===== src/rtl/vec_edge_counter.sv =====
`default_nettype none
// +--------------------------------------------------------------------------+
// | vec_edge_counter                                                         |
// | Per-channel rising-edge counters, sticky overflow, and a snapshot port.  |
// | Revision: 1.0                                                            |
// +--------------------------------------------------------------------------+
module vec_edge_counter #(
  parameter int NCH      = 2,
  parameter int CW       = 2,
  parameter bit SATURATE = 1'b0
) (
  input  logic              clk,
  input  logic              rst,
  input  logic [NCH-1:0]    chan_in,
  input  logic              enable,
  input  logic [NCH-1:0]    clear,
  output logic [NCH*CW-1:0] count,
  output logic [NCH-1:0]    overflow,
  input  logic              snap_req,
  output logic              snap_valid,
  input  logic              snap_ready,
  output logic [NCH*CW-1:0] snap_data
);

  localparam logic [CW-1:0] CNT_MAX = '1;

  typedef enum logic {
    ST_IDLE = 1'b0,
    ST_HOLD = 1'b1
  } state_t;

  state_t            state_q, state_d;
  logic [NCH-1:0]    chan_q;
  logic [NCH-1:0]    ovf_q, ovf_d;
  logic [NCH*CW-1:0] count_q, count_d;
  logic [NCH*CW-1:0] snap_q, snap_d;
  logic [NCH-1:0]    rise;
  logic [CW-1:0]     cur;

  assign rise = chan_in & ~chan_q;

  // Clear wins over a coincident edge; a disabled edge is simply lost.
  always_comb begin
    count_d = count_q;
    ovf_d   = ovf_q;
    cur     = '0;
    for (int i = 0; i < NCH; i++) begin
      cur = count_q[i*CW +: CW];
      if (clear[i]) begin
        count_d[i*CW +: CW] = '0;
        ovf_d[i]            = 1'b0;
      end else if (enable && rise[i]) begin
        if (cur == CNT_MAX) begin
          ovf_d[i]            = 1'b1;
          count_d[i*CW +: CW] = SATURATE ? CNT_MAX : '0;
        end else begin
          count_d[i*CW +: CW] = cur + CW'(1);
        end
      end
    end
  end

  always_comb begin
    state_d = state_q;
    snap_d  = snap_q;
    case (state_q)
      ST_IDLE: begin
        if (snap_req) begin
          state_d = ST_HOLD;
          snap_d  = count_q;
        end
      end
      ST_HOLD: begin
        if (snap_ready) begin
          state_d = ST_IDLE;
        end
      end
      default: state_d = ST_IDLE;
    endcase
  end

  always_ff @(posedge clk or posedge rst) begin
    if (rst) begin
      state_q <= ST_IDLE;
      chan_q  <= '0;
      ovf_q   <= '0;
      count_q <= '0;
      snap_q  <= '0;
    end else begin
      state_q <= state_d;
      chan_q  <= chan_in;
      ovf_q   <= ovf_d;
      count_q <= count_d;
      snap_q  <= snap_d;
    end
  end

  assign count      = count_q;
  assign overflow   = ovf_q;
  assign snap_data  = snap_q;
  assign snap_valid = (state_q == ST_HOLD);

endmodule
`default_nettype wire


===== config.mk =====
export PLATFORM = sky130hd
export DESIGN_NAME = vec_edge_counter
export DESIGN_NICKNAME = d
export VERILOG_FILES = /design/src/rtl/vec_edge_counter.sv
export SDC_FILE = /design/constraint.sdc
export NUM_CORES = 1
export LEC_CHECK = 0
export ABC_CLOCK_PERIOD_IN_PS = 1100
export BUFFER_PORTS_ARGS = -buffer_cell sky130_fd_sc_hd__buf_4
export CELL_PAD_IN_SITES_DETAIL_PLACEMENT = 1
export CELL_PAD_IN_SITES_GLOBAL_PLACEMENT = 1
export CORE_MARGIN = 5
export CORE_UTILIZATION = 36
export CTS_CLUSTER_SIZE = 14
export DETAILED_ROUTE_END_ITERATION = 7
export MAX_ROUTING_LAYER = met4
export PLACE_DENSITY = 0.8
export RECOVER_POWER = 50
export SLEW_MARGIN = 0
export SYNTH_ARGS = -nofsm -noshare
export SYNTH_HDL_FRONTEND = slang
export SYNTH_SLANG_ARGS = --single-unit
export TNS_END_PERCENT = 50

===== constraint.sdc =====
create_clock -name clk -period 1.1 [get_ports clk]
set_input_delay 0.055 -clock clk [delete_from_list [all_inputs] [get_ports clk]]
set_output_delay 0.055 -clock clk [all_outputs]
set_load 0.02 [all_outputs]

==> Implementation_results.wiki <==
{| class="wikitable"
! Metric !! Value
|-
| Highest metal used || met4
|-
| Post-synthesis instance total || 43
|-
| Worst reg2reg path startpoint || chan_q[1]
|-
| Core Region || 1540 sq um
|-
| Synth-to-Final Area Change || 46.4%
|-
| Unique cell type count in the Yosys netlist || 14
|-
| Width of the die || 50.7 um
|-
| Nets || 88
|-
| Cells traversed along the worst timing path || and3b_4 > mux2_4
|-
| Avg WL per Cell || 15.5 um
|-
| CTS clock-pin slew for the worst setup and hold paths || 0.07 ns
|-
| Count of yosys warnings during synthesis || 0
|-
| Gate power share || 0.192
|-
| Hold violation total from the final report || 0
|-
| Post-Route Skew || 0.00243 ns
|-
| Reported net switching power || about 0.00026 W
|-
| Minimum period implied by the final worst setup slack || 1.10 ns
|-
| Endpoint of the worst register-to-register path || count[2]
|-
| Wl on met1 || 553 um
|-
| WS Path Type || flop to flop
|-
| Power density relative to cell area || 1160 nW/um^2
|-
| Outcome || finished, violations left
|-
| Wire length of the first global-routing pass || around 2300 um
|-
| Worst path setup slack after routing || -0.00350 ns
|-
| Bufs on Longest Clock Path || 2
|-
| Largest stage delay on the critical path || 0.39 ns
|-
| Fraction of final layout cells with drive strength greater than 1 || 0.461
|-
| Setup crit end || count[2]
|-
| Total standard cell area after synthesis || 596 sq um
|-
| Crit share post-route || 1.00
|-
| Pin count of the biggest net entering global routing || 14
|-
| Pre-Repair DR Iteration Count || 3
|-
| Type of origin of the critical path || flop
|-
| Final Max Tran Viols || 0
|-
| Total track usage || 0.126
|-
| Length of routed met3 wiring || about 120 um
|-
| Routed vias/inst || about 5
|-
| Violations in the final reports || setup timing
|-
| PostCTS Resize Cnt || 0
|-
| Number of rows created at floorplan || 14
|-
| # diodes || 0
|-
| # setup viols final || 1
|-
| Finished Cell Area || roughly 870 sq um
|-
| Filler Cells Inserted || 167
|-
| DRC violation total after the first TritonRoute iteration || 1
|-
| DR DRC count || 0
|-
| Placer Congestion || between 0.6 and 0.7
|-
| Antenna violations before repair || 0
|-
| Cell with the biggest individual delay on the critical path || sky130_fd_sc_hd__dfrtp_1
|-
| Worst-path fanout max || 2
|-
| Total Neg Setup Slack || -0.00350 ns
|-
| Sum of net half-perimeters after detailed placement || ~1000 um
|-
| Internal power contribution || 0.000754 W
|-
| Leakage power summed over all cells || 0.440 nW
|-
| Critical path endpoint category || flop
|-
| Die area || 2570 sq um
|-
| IR drop worst, VDD || about 880 uV
|-
| Post-Route Utilization || 0.566
|-
| Achievable frequency || 906 MHz
|-
| Reg power frac || 0.519
|-
| Met2 wirelength from detailed routing || 725 um
|-
| Most area-hungry cell type in the Yosys netlist || sky130_fd_sc_hd__dfrtp_1
|-
| Synth Area per Inst || about 14 sq um
|-
| Area after detailed placement || 782 sq um
|-
| Worst max-slew margin expressed relative to the limit || 0.670
|-
| Portion of synthesized cell area occupied by the leading cell type || 0.546
|-
| Vias in the first global route || roughly 470
|-
| Total clock buffers created by CTS || 3
|-
| CTS tree || done
|-
| Overall die height || 50.7 um
|-
| Number of vias in the routed layout || 463
|-
| Worst hold path type || input port to flop
|-
| Fin Hold WS || 0.0794 ns
|-
| Total congestion overflow after global routing || 0
|-
| # H-tree levels || 1
|-
| Reported max-cap violation count || 0
|-
| I/O pin total || 20
|-
| Number of nets produced by synthesis || 54
|-
| Clock group share of total power || 0.288
|-
| Critical Path AT || 1.27 ns
|-
| Worst-case register-to-register setup slack || -0.004 ns
|-
| Port buffer count || 19
|-
| Cells taking the most area after synthesis || sky130_fd_sc_hd__dfrtp_1 (55%), sky130_fd_sc_hd__mux2_4 (15%), sky130_fd_sc_hd__and3b_4 (4.2%)
|-
| Launch point of the worst path || chan_q[1]
|-
| Initial core utilization || 0.386
|-
| Sinks on Clock Net || 13
|-
| Setup repair after global routing missed its margin || yes
|-
| Worst-Skew Late Latency || 0.28 ns
|-
| Req. time, crit path || approximately 1.3 ns
|-
| Flops & latches, synth || 13
|-
| Proportion of total power due to net switching || 0.256
|-
| Post-Route WL || between 1000 and 1500 um
|-
| WHS Path Cells || 3
|-
| Cell at the root of the clock tree || sky130_fd_sc_hd__clkbuf_4
|-
| Final antenna-violating net count || 0
|-
| Sequential standard cell area || 327 sq um
|-
| Area of the multi-input gates || 259 sq um
|-
| Worst Max-Slew Pin Slew || 0.495 ns
|-
| Logic depth of the worst register-to-register path || 2
|-
| Sequential cell area fraction in the yosys report || 0.546
|}
layer usage:
layer / vias up / global-route usage
li1: 215 / -
met1: 226 / 0.133
met2: 17 / 0.200
met3: 5 / 0.0621
met4: 0 / 0.0511
met5: - / -
stage by stage:
| stage | cells | power [W] | setup WS (ns) |
|---|---|---|---|
| 2_1_floorplan | 43 | 0.000630 | 0.00274 |
| 3_3_place_gp | 81 | 0.000708 | 0.0417 |
| 3_5_place_dp | 81 | 0.000714 | 0.0208 |
| 4_1_cts | 91 | 0.00103 | 0.00871 |
| 5_1_grt | 92 | 0.00108 | -0.0523 |
| 6_report | 92 | 0.00101 | -0.00350 |
worst max-delay path, delay by kind of cell (launching register included):
family	cells	cell delay [ns]
flip-flops	1	0.39
AND/OR/NAND/NOR	1	0.31
multiplexers	1	0.29
registers in the layout, summed over array words and instances, names as in the netlist:
signal      count
count           4
chan_q          2
overflow        2
snap_data       4
snap_valid      1
cells in the mapped netlist:
cell type,instances
sky130_fd_sc_hd__nor2b_4,1
sky130_fd_sc_hd__ha_1,2
sky130_fd_sc_hd__nor2b_1,1
sky130_fd_sc_hd__nand4b_1,2
sky130_fd_sc_hd__nor2_1,1
sky130_fd_sc_hd__and2b_1,1
sky130_fd_sc_hd__dfrtp_1,13
sky130_fd_sc_hd__nand2b_1,4
sky130_fd_sc_hd__mux2_4,6
sky130_fd_sc_hd__inv_1,3
sky130_fd_sc_hd__nor3_1,2
sky130_fd_sc_hd__and3b_4,2
sky130_fd_sc_hd__mux2i_1,2
sky130_fd_sc_hd__a21oi_1,3
final cells by class:
class	count	share of cell area
inverters	3	0.0129
multi-input cells	27	0.297
well taps	16	0.0230
flip-flops and latches	13	0.374
clock buffers	4	0.0301
repair buffers	29	0.263
cell families after synthesis:
family / synth area share
compound gates: 0.0252
fa+ha+maj: 0.0420
buf+inv: 0.0189
flops: 0.546
mux: 0.185
simple gates: 0.183
worst min path at each step:
stage / endpoint / slack (ns) / startpoint
finish: snap_valid / 0.08 / snap_req
CTS: snap_valid / 0.08 / snap_req
detailed placement: count[1] / 0.12 / rst
global route: snap_valid / 0.08 / snap_req
global placement: count[1] / 0.11 / rst
floorplan: chan_q[0] / -0.07 / rst
power groups by stage:
stage	logic (W)	clock network, W	registers (W)
detailed placement	0.000179	0	0.000536
global route	0.000209	0.000337	0.000531
CTS	0.000196	0.000310	0.000526
finish	0.000195	0.000292	0.000527
global placement	0.000174	0	0.000533
floorplan	0.0000697	0	0.000560
layout by cell type (no fill, tap or decap), types with 3 or more instances in the layout:
cell / instances
sky130_fd_sc_hd__buf_4: 21
sky130_fd_sc_hd__dfrtp_1: 12
sky130_fd_sc_hd__mux2_4: 6
sky130_fd_sc_hd__dlygate4sd3_1: 6
sky130_fd_sc_hd__nand2b_1: 4
sky130_fd_sc_hd__clkbuf_4: 4
sky130_fd_sc_hd__a21oi_1: 3
sky130_fd_sc_hd__inv_1: 3
what timing repair did:
item,in CTS,in global routing
setup endpoints to repair,0,5
hold buffers,6,0
setup buffers,0,1
endpoints found under the hold margin,18,0
Note: power is estimated with default switching activity, not from simulation.
